File: config.mk
export PLATFORM = sky130hd
export DESIGN_NAME = unified_mem_arbiter_flat
export DESIGN_NICKNAME = d
export VERILOG_FILES = /design/src/rtl/unified_mem_arbiter_pkg.sv /design/src/rtl/unified_mem_arbiter_if.sv /design/src/rtl/unified_mem_arbiter_prio3.sv /design/src/rtl/unified_mem_arbiter.sv /design/src/flat_wrapper.sv
export SDC_FILE = /design/constraint.sdc
export NUM_CORES = 1
export LEC_CHECK = 0
export CORE_AREA = 2 2 115 117
export DETAILED_ROUTE_END_ITERATION = 16
export DIE_AREA = 0 0 117 119
export PLACE_DENSITY = 0.55
export SYNTH_ARGS = -nofsm -noshare
export SYNTH_HDL_FRONTEND = slang
export SYNTH_HIERARCHICAL = 1
export SYNTH_SLANG_ARGS = --single-unit
export TNS_END_PERCENT = 100
File: constraint.sdc
create_clock -name clk -period 3.1 [get_ports clk]
set_clock_uncertainty 0.15 [all_clocks]
set_input_delay 0.93 -clock clk [delete_from_list [all_inputs] [get_ports clk]]
set_output_delay 0.93 -clock clk [all_outputs]
set_load 0.01 [all_outputs]
File: src/rtl/unified_mem_arbiter_pkg.sv
// Shared types for the unified memory arbiter slice.
package common;

    typedef enum logic [1:0] {
        OWN_NONE,
        OWN_DATA,
        OWN_FETCH
    } mem_owner_e;

    typedef enum logic {
        ARB_NORMAL,
        ARB_BOOST
    } arb_state_e;

    function automatic int cnt_width(input int limit);
        return (limit < 1) ? 1 : $clog2(limit + 1);
    endfunction

endpackage

File: src/rtl/unified_mem_arbiter_if.sv
// Requester and SRAM bundle for the unified memory arbiter.
interface unified_mem_arbiter_if #(
    parameter int ADDR_W = 10
);
    logic              ld_valid;
    logic [31:0]       ld_addr;
    logic [7:0]        ld_data;
    logic              ld_ready;
    logic              d_req;
    logic              d_we;
    logic [3:0]        d_be;
    logic [31:0]       d_addr;
    logic [31:0]       d_wdata;
    logic              d_gnt;
    logic              d_rvalid;
    logic [31:0]       d_rdata;
    logic              i_req;
    logic [31:0]       i_addr;
    logic              i_kill;
    logic              i_gnt;
    logic              i_rvalid;
    logic [31:0]       i_rdata;
    logic              mem_en;
    logic [3:0]        mem_we;
    logic [ADDR_W-1:0] mem_addr;
    logic [31:0]       mem_wdata;
    logic [31:0]       mem_rdata;

    modport master (
        output ld_valid, ld_addr, ld_data,
        input  ld_ready,
        output d_req, d_we, d_be, d_addr, d_wdata,
        input  d_gnt, d_rvalid, d_rdata,
        output i_req, i_addr, i_kill,
        input  i_gnt, i_rvalid, i_rdata,
        input  mem_en, mem_we, mem_addr, mem_wdata,
        output mem_rdata
    );

    modport slave (
        input  ld_valid, ld_addr, ld_data,
        output ld_ready,
        input  d_req, d_we, d_be, d_addr, d_wdata,
        output d_gnt, d_rvalid, d_rdata,
        input  i_req, i_addr, i_kill,
        output i_gnt, i_rvalid, i_rdata,
        output mem_en, mem_we, mem_addr, mem_wdata,
        input  mem_rdata
    );

endinterface

File: src/rtl/unified_mem_arbiter_prio3.sv
// Three-way fixed-priority grant; boost lifts fetch above data.
module mem_arb_prio3 (
    input  logic [2:0] req,
    input  logic       boost,
    output logic [2:0] gnt
);

    // req/gnt bits: 0 loader, 1 data, 2 fetch
    always_comb begin
        gnt = 3'b000;
        priority case (1'b1)
            req[0]:           gnt = 3'b001;
            boost && req[2]:  gnt = 3'b100;
            req[1]:           gnt = 3'b010;
            req[2]:           gnt = 3'b100;
            default:          gnt = 3'b000;
        endcase
    end

endmodule

File: src/rtl/unified_mem_arbiter.sv
// Single-port SRAM shared by loader, data port and fetch, with fetch anti-starvation.
module unified_mem_arbiter
    import common::*;
#(
    parameter int ADDR_W       = 10,
    parameter int STARVE_LIMIT = 4
) (
    input logic                  clk,
    input logic                  reset,
    unified_mem_arbiter_if.slave bus
);

    localparam int CW = cnt_width(STARVE_LIMIT);
    localparam logic [CW-1:0] LIMIT = CW'(STARVE_LIMIT);

    arb_state_e    state;
    mem_owner_e    rsp_owner;
    mem_owner_e    owner_nxt;
    logic          kill_q;
    logic [CW-1:0] starve_cnt;
    logic [CW-1:0] cnt_nxt;
    logic [2:0]    req;
    logic [2:0]    gnt;
    logic          d_rv;
    logic          i_rv;
    logic          unused_addr;

    assign req = reset ? 3'b000
                       : {bus.i_req, bus.d_req, bus.ld_valid};

    mem_arb_prio3 u_prio (
        .req   (req),
        .boost (state == ARB_BOOST),
        .gnt   (gnt)
    );

    assign bus.ld_ready = gnt[0];
    assign bus.d_gnt    = gnt[1];
    assign bus.i_gnt    = gnt[2];

    always_comb begin
        bus.mem_en    = 1'b0;
        bus.mem_we    = 4'b0000;
        bus.mem_addr  = '0;
        bus.mem_wdata = '0;
        unique case (1'b1)
            gnt[0]: begin
                bus.mem_en    = 1'b1;
                bus.mem_we    = 4'b0001 << bus.ld_addr[1:0];
                bus.mem_addr  = bus.ld_addr[ADDR_W+1:2];
                bus.mem_wdata = {4{bus.ld_data}};
            end
            gnt[1]: begin
                bus.mem_en    = 1'b1;
                bus.mem_we    = bus.d_we ? bus.d_be : 4'b0000;
                bus.mem_addr  = bus.d_addr[ADDR_W+1:2];
                bus.mem_wdata = bus.d_we ? bus.d_wdata : '0;
            end
            gnt[2]: begin
                bus.mem_en    = 1'b1;
                bus.mem_addr  = bus.i_addr[ADDR_W+1:2];
            end
            default: ;
        endcase
    end

    always_comb begin
        owner_nxt = OWN_NONE;
        if (gnt[2])
            owner_nxt = OWN_FETCH;
        else if (gnt[1] && !bus.d_we)
            owner_nxt = OWN_DATA;
    end

    always_comb begin
        cnt_nxt = starve_cnt;
        if (!bus.i_req || gnt[2])
            cnt_nxt = '0;
        else if (starve_cnt != LIMIT)
            cnt_nxt = starve_cnt + CW'(1);
    end

    // Boost is entered together with the count saturating, so the
    // very next cycle already ranks fetch above data.
    always_ff @(posedge clk or posedge reset) begin
        if (reset) begin
            state      <= ARB_NORMAL;
            starve_cnt <= '0;
            rsp_owner  <= OWN_NONE;
            kill_q     <= 1'b0;
        end else begin
            rsp_owner <= owner_nxt;
            kill_q    <= bus.i_kill && gnt[2];
            unique case (state)
                ARB_NORMAL: begin
                    starve_cnt <= cnt_nxt;
                    if (cnt_nxt == LIMIT)
                        state <= ARB_BOOST;
                end
                ARB_BOOST: begin
                    if (bus.i_kill) begin
                        starve_cnt <= '0;
                        state      <= ARB_NORMAL;
                    end else begin
                        starve_cnt <= cnt_nxt;
                        if (gnt[2])
                            state <= ARB_NORMAL;
                    end
                end
                default: state <= ARB_NORMAL;
            endcase
        end
    end

    assign d_rv = (rsp_owner == OWN_DATA);
    assign i_rv = (rsp_owner == OWN_FETCH) && !kill_q && !bus.i_kill;

    assign bus.d_rvalid = d_rv;
    assign bus.i_rvalid = i_rv;
    assign bus.d_rdata  = d_rv ? bus.mem_rdata : '0;
    assign bus.i_rdata  = i_rv ? bus.mem_rdata : '0;

    assign unused_addr = ^{bus.ld_addr[31:ADDR_W+2],
                           bus.d_addr[31:ADDR_W+2], bus.d_addr[1:0],
                           bus.i_addr[31:ADDR_W+2], bus.i_addr[1:0]};

endmodule
File: src/flat_wrapper.sv
// flat-port wrapper written by rule: the top's interface ports become plain ports
module unified_mem_arbiter_flat import common::*;
#(
    parameter int ADDR_W       = 10,
    parameter int STARVE_LIMIT = 4
)
  (clk, reset, bus_ld_valid, bus_ld_addr, bus_ld_data, bus_ld_ready, bus_d_req, bus_d_we, bus_d_be, bus_d_addr, bus_d_wdata, bus_d_gnt, bus_d_rvalid, bus_d_rdata, bus_i_req, bus_i_addr, bus_i_kill, bus_i_gnt, bus_i_rvalid, bus_i_rdata, bus_mem_en, bus_mem_we, bus_mem_addr, bus_mem_wdata, bus_mem_rdata);
  unified_mem_arbiter_if #(.ADDR_W(ADDR_W)) bus_i ();
  input logic clk;
  input logic reset;
  input wire logic [$bits(bus_i.ld_valid)-1:0] bus_ld_valid;
  input wire logic [$bits(bus_i.ld_addr)-1:0] bus_ld_addr;
  input wire logic [$bits(bus_i.ld_data)-1:0] bus_ld_data;
  output wire logic [$bits(bus_i.ld_ready)-1:0] bus_ld_ready;
  input wire logic [$bits(bus_i.d_req)-1:0] bus_d_req;
  input wire logic [$bits(bus_i.d_we)-1:0] bus_d_we;
  input wire logic [$bits(bus_i.d_be)-1:0] bus_d_be;
  input wire logic [$bits(bus_i.d_addr)-1:0] bus_d_addr;
  input wire logic [$bits(bus_i.d_wdata)-1:0] bus_d_wdata;
  output wire logic [$bits(bus_i.d_gnt)-1:0] bus_d_gnt;
  output wire logic [$bits(bus_i.d_rvalid)-1:0] bus_d_rvalid;
  output wire logic [$bits(bus_i.d_rdata)-1:0] bus_d_rdata;
  input wire logic [$bits(bus_i.i_req)-1:0] bus_i_req;
  input wire logic [$bits(bus_i.i_addr)-1:0] bus_i_addr;
  input wire logic [$bits(bus_i.i_kill)-1:0] bus_i_kill;
  output wire logic [$bits(bus_i.i_gnt)-1:0] bus_i_gnt;
  output wire logic [$bits(bus_i.i_rvalid)-1:0] bus_i_rvalid;
  output wire logic [$bits(bus_i.i_rdata)-1:0] bus_i_rdata;
  output wire logic [$bits(bus_i.mem_en)-1:0] bus_mem_en;
  output wire logic [$bits(bus_i.mem_we)-1:0] bus_mem_we;
  output wire logic [$bits(bus_i.mem_addr)-1:0] bus_mem_addr;
  output wire logic [$bits(bus_i.mem_wdata)-1:0] bus_mem_wdata;
  input wire logic [$bits(bus_i.mem_rdata)-1:0] bus_mem_rdata;
  assign bus_i.ld_valid = bus_ld_valid;
  assign bus_i.ld_addr = bus_ld_addr;
  assign bus_i.ld_data = bus_ld_data;
  assign bus_ld_ready = bus_i.ld_ready;
  assign bus_i.d_req = bus_d_req;
  assign bus_i.d_we = bus_d_we;
  assign bus_i.d_be = bus_d_be;
  assign bus_i.d_addr = bus_d_addr;
  assign bus_i.d_wdata = bus_d_wdata;
  assign bus_d_gnt = bus_i.d_gnt;
  assign bus_d_rvalid = bus_i.d_rvalid;
  assign bus_d_rdata = bus_i.d_rdata;
  assign bus_i.i_req = bus_i_req;
  assign bus_i.i_addr = bus_i_addr;
  assign bus_i.i_kill = bus_i_kill;
  assign bus_i_gnt = bus_i.i_gnt;
  assign bus_i_rvalid = bus_i.i_rvalid;
  assign bus_i_rdata = bus_i.i_rdata;
  assign bus_mem_en = bus_i.mem_en;
  assign bus_mem_we = bus_i.mem_we;
  assign bus_mem_addr = bus_i.mem_addr;
  assign bus_mem_wdata = bus_i.mem_wdata;
  assign bus_i.mem_rdata = bus_mem_rdata;
  unified_mem_arbiter #(.ADDR_W(ADDR_W), .STARVE_LIMIT(STARVE_LIMIT)) u_core (.clk(clk), .reset(reset), .bus(bus_i));
endmodule
==> results_tabular.tex <==
\begin{tabular}{lr}
\hline
Metric & Value \\
\hline
\multicolumn{2}{l}{\textbf{Cells and area}} \\
\quad Growth of design area from synthesis to finish & 193\% \\
\quad Fraction of final layout cells sized beyond drive strength 1 & 0.310 \\
\quad Final Net Count & 611 \\
\quad Layout Cell Area excl Fill & 4070 µm² \\
\quad FF/Latch Area & 175 µm² \\
\quad Final-layout fill cell count & 1406 \\
\quad Antenna diode count & 0 \\
\quad Total area of multi-input combinational cells & 1090 µm² \\
\multicolumn{2}{l}{\textbf{Route}} \\
\quad Vias per cell & 4.01 \\
\quad Count of TritonRoute iterations in the first routing pass & 5 \\
\quad Vias after detailed routing & 2424 \\
\quad DRC violation count after routing & 0 \\
\quad Mean routed wirelength per cell & 14.6 µm \\
\quad DRT Wirelength & 8850 µm \\
\quad Starting DRC count in detailed routing & 69 \\
\quad Antenna Nets Post-Route & 0 \\
\multicolumn{2}{l}{\textbf{Global routing}} \\
\quad Number of antenna violations at the first check in global routing & 0 \\
\quad GR peak layer & met2 \\
\quad GR Util met1 & 0.0989 \\
\quad Met2 global-route usage & 0.240 \\
\quad Via count of the first global-routing pass & 2458 \\
\quad Largest net degree at the start of global routing & 45 \\
\quad Global route total overflow & 0 \\
\quad GR Util met3 & 0.0265 \\
\quad Global-route wire length before repair & 12400 µm \\
\quad Aggregate global-route resource usage & 0.113 \\
\multicolumn{2}{l}{\textbf{Yosys}} \\
\quad Count of flip-flops with a built-in enable after synthesis & 0 \\
\quad Cell type with the largest total area after synthesis & sky130\_fd\_sc\_hd\_\_and2\_1 \\
\quad Post-synth top area share & 0.293 \\
\quad Avg Cell Area, Syn & 7.67 µm² \\
\quad Count of mapped cells out of synthesis & 181 \\
\quad Post-Synthesis Cell Area & 1390 µm² \\
\quad Most common cell in the netlist & sky130\_fd\_sc\_hd\_\_and2\_1 \\
\quad Warning count from the yosys run & 6 \\
\quad Register area share after synthesis & 0.126 \\
\quad Top cells by count, synth & sky130\_fd\_sc\_hd\_\_and2\_1, sky130\_fd\_sc\_hd\_\_a22o\_1, sky130\_fd\_sc\_hd\_\_inv\_1 \\
\quad Fraction of registers with async set/reset & 1.00 \\
\quad Synth unique cells & 30 \\
\quad Post-Syn Nets & 362 \\
\quad Most used flip-flop cell after synthesis & sky130\_fd\_sc\_hd\_\_dfrtp\_1 \\
\quad Leading cell types by total area after synthesis & sky130\_fd\_sc\_hd\_\_and2\_1, sky130\_fd\_sc\_hd\_\_a22o\_1, sky130\_fd\_sc\_hd\_\_dfrtp\_1 \\
\quad Count of state elements after synthesis & 7 \\
\multicolumn{2}{l}{\textbf{Setup path}} \\
\quad CP Data Arrival Time & 2260 ps \\
\quad Cells on worst reg2reg path & 6 \\
\quad Crit path largest cell delay & 330 ps \\
\quad Crit Reg-Reg Startpoint & u\_core/state\$\_DFF\_PP0\_ \\
\quad Worst setup SP type & input port \\
\quad Worst setup endpoint & bus\_mem\_addr[1] \\
\quad Crit Path Category & input port to primary output \\
\quad Highest fanout seen on the critical path & 6 \\
\quad Critical path origin & reset \\
\quad Reg2Reg Setup Slack & 1260 ps \\
\quad Worst reg2reg path endpoint & u\_core/starve\_cnt[0]\$\_DFF\_PP0\_ \\
\quad Cell with the largest stage delay on the worst path & sky130\_fd\_sc\_hd\_\_a222oi\_1 \\
\quad Endpoint class of the critical path & primary output \\
\quad Data required time at the worst endpoint & 2020 ps \\
\quad CP Cell Sequence & buf\_12, nor2b\_4, inv\_2, buf\_6, o211a\_4, buf\_12, a222oi\_1, inv\_1, buf\_6 \\
\multicolumn{2}{l}{\textbf{Place}} \\
\quad Detailed placer's ending HPWL & 6650 µm \\
\quad Pre-CTS setup slack & -1040 ps \\
\quad Port Buffer Count & 230 \\
\quad Placement Cell Area & 3950 µm² \\
\quad Final weighted congestion in routability-driven placement & 0.713 \\
\multicolumn{2}{l}{\textbf{Worst hold path}} \\
\quad Hold Path Class & flip-flop to flip-flop \\
\multicolumn{2}{l}{\textbf{CTS}} \\
\quad Hold-fix buffers at CTS & 0 \\
\quad Clk buf depth & 2 \\
\quad TritonCTS clock tree & yes \\
\quad CTS clk-pin slew, worst paths & 30 ps \\
\quad Buffer cell driving the clock tree root & sky130\_fd\_sc\_hd\_\_clkbuf\_16 \\
\quad Clock Sink Count & 7 \\
\quad Clock latency of the later-clocked register in the worst-skew pair & 230 ps \\
\quad H-Tree Depth & 1 \\
\quad Number of buffers created by CTS & 3 \\
\multicolumn{2}{l}{\textbf{Status}} \\
\quad Failing checks & negative setup slack \\
\quad Run status & finished with violations \\
\multicolumn{2}{l}{\textbf{Die}} \\
\quad Placement row count & 42 \\
\quad Die outline area & 13900 µm² \\
\quad Number of placed I/O pins & 295 \\
\quad Placeable Area & 12900 µm² \\
\quad Die Ht & 119 µm \\
\quad DIE WIDTH & 117 µm \\
\quad Initial core utilization & 0.108 \\
\multicolumn{2}{l}{\textbf{Power}} \\
\quad Pwr per Cell Area & 187 nW/µm² \\
\quad Worst ir drop on vdd & 0.132 mV \\
\quad Leakage & 0.00208 µW \\
\multicolumn{2}{l}{\textbf{Timing}} \\
\quad Top achievable clock speed & 300 MHz \\
\quad Smallest setup slack after layout & -237 ps \\
\quad Slew at the pin closest to its max-slew limit & 283 ps \\
\quad Slew margin rel. & 0.809 \\
\quad Final hold violation count & 0 \\
\quad Setup-failing EPs final & 47 \\
\quad Post-route minimum period & 3340 ps \\
\quad Count of pins over their slew limit & 0 \\
\quad Share of the cycle needed by the critical path after routing & 1.08 \\
\quad Setup repair after global routing missed its margin & true \\
\multicolumn{2}{l}{\textbf{Flow run}} \\
\quad Max-cap viol count & 0 \\
\hline
\end{tabular}
cells by family (layout without fill, tap and decap cells):
family          Yosys count  after routing  synth area share
simple gates             82             82             0.383
fa+ha+maj                 2              2            0.0180
compound gates           53             53             0.345
buf+inv                  37            285             0.127
flops                     7              7             0.126
routing by layer:
layer  vias up  routed length [µm]  share of wire
met5         -                   0              0
met2       187                4770           0.54
met1      1087                2780           0.31
met4         0                 140          0.016
met3         6                1150           0.13
li1       1144                   -              -
placed cells by master, fill, tap and decap left out, types with 2 or more instances in the layout:
master	synthesis	layout
sky130_fd_sc_hd__buf_6	3	22
sky130_fd_sc_hd__buf_12	0	6
sky130_fd_sc_hd__clkdlybuf4s15_2	0	3
sky130_fd_sc_hd__buf_4	1	10
sky130_fd_sc_hd__dfrtp_1	7	7
sky130_fd_sc_hd__buf_2	9	57
sky130_fd_sc_hd__ha_1	2	2
sky130_fd_sc_hd__a22o_1	32	32
sky130_fd_sc_hd__clkbuf_2	0	9
sky130_fd_sc_hd__nor2b_4	0	3
sky130_fd_sc_hd__inv_1	19	18
sky130_fd_sc_hd__a32o_2	0	4
sky130_fd_sc_hd__nor2_1	3	3
sky130_fd_sc_hd__clkbuf_16	0	3
sky130_fd_sc_hd__clkdlybuf4s15_1	0	4
sky130_fd_sc_hd__and2_4	0	3
sky130_fd_sc_hd__a222oi_1	10	10
sky130_fd_sc_hd__dlygate4sd2_1	0	35
sky130_fd_sc_hd__buf_16	0	7
sky130_fd_sc_hd__clkdlybuf4s50_1	0	109
sky130_fd_sc_hd__and2_1	65	62
state kept, by name, summed over array words and instances (netlist names):
register,cells
u_core/kill_q,1
u_core/rsp_owner,2
u_core/state,1
u_core/starve_cnt,3
power breakdown:
group          switching (µW)  internal [µW]
Sequential               5.74           97.6
Clock                    45.7            171
Combinational             166            276
worst max-delay path: cells and delay by family:
kind / cells / cell delay [ps]
buf+inv: 6 / 640
compound gates: 2 / 580
simple gates: 1 / 100
area by class of cell:
type	count	area share
Tap cell	176	0.0541
Clock buffer	4	0.0194
Inverter	19	0.0175
Multi-Input combinational cell	137	0.267
Timing Repair Buffer	262	0.599
Sequential cell	7	0.0431
what timing repair did:
item | in CTS | in global routing
setup buffers | 13 | 0
pin swaps | 29 | 14
resized for setup | 385 | 27
cloned | 11 | 0
setup endpoints to repair | 115 | 81
through the flow:
stage	hold slack, ps	cells	total power (µW)	setup TNS, ps	util
floorplan	404	181	243	-297	-
global placement	444	581	543	-67640	0.307
detailed placement	463	581	546	-69550	0.307
CTS	489	608	772	-10640	0.320
global route	519	605	805	-8980	0.316
finish	492	605	761	-5740	0.316
worst min path at each step:
stage | start | to | slack (ps) | cells past startpoint
finish | u_core/starve_cnt[2]$_DFF_PP0_ | u_core/starve_cnt[2]$_DFF_PP0_ | 490 | 2
global route | reset | u_core/starve_cnt[1]$_DFF_PP0_ | 520 | 2
CTS | reset | u_core/starve_cnt[1]$_DFF_PP0_ | 490 | 2
detailed placement | u_core/state$_DFF_PP0_ | u_core/state$_DFF_PP0_ | 460 | 1
global placement | u_core/state$_DFF_PP0_ | u_core/state$_DFF_PP0_ | 440 | 1
floorplan | u_core/state$_DFF_PP0_ | u_core/state$_DFF_PP0_ | 400 | 1
No activity file was read; power rests on OpenSTA's default activity.
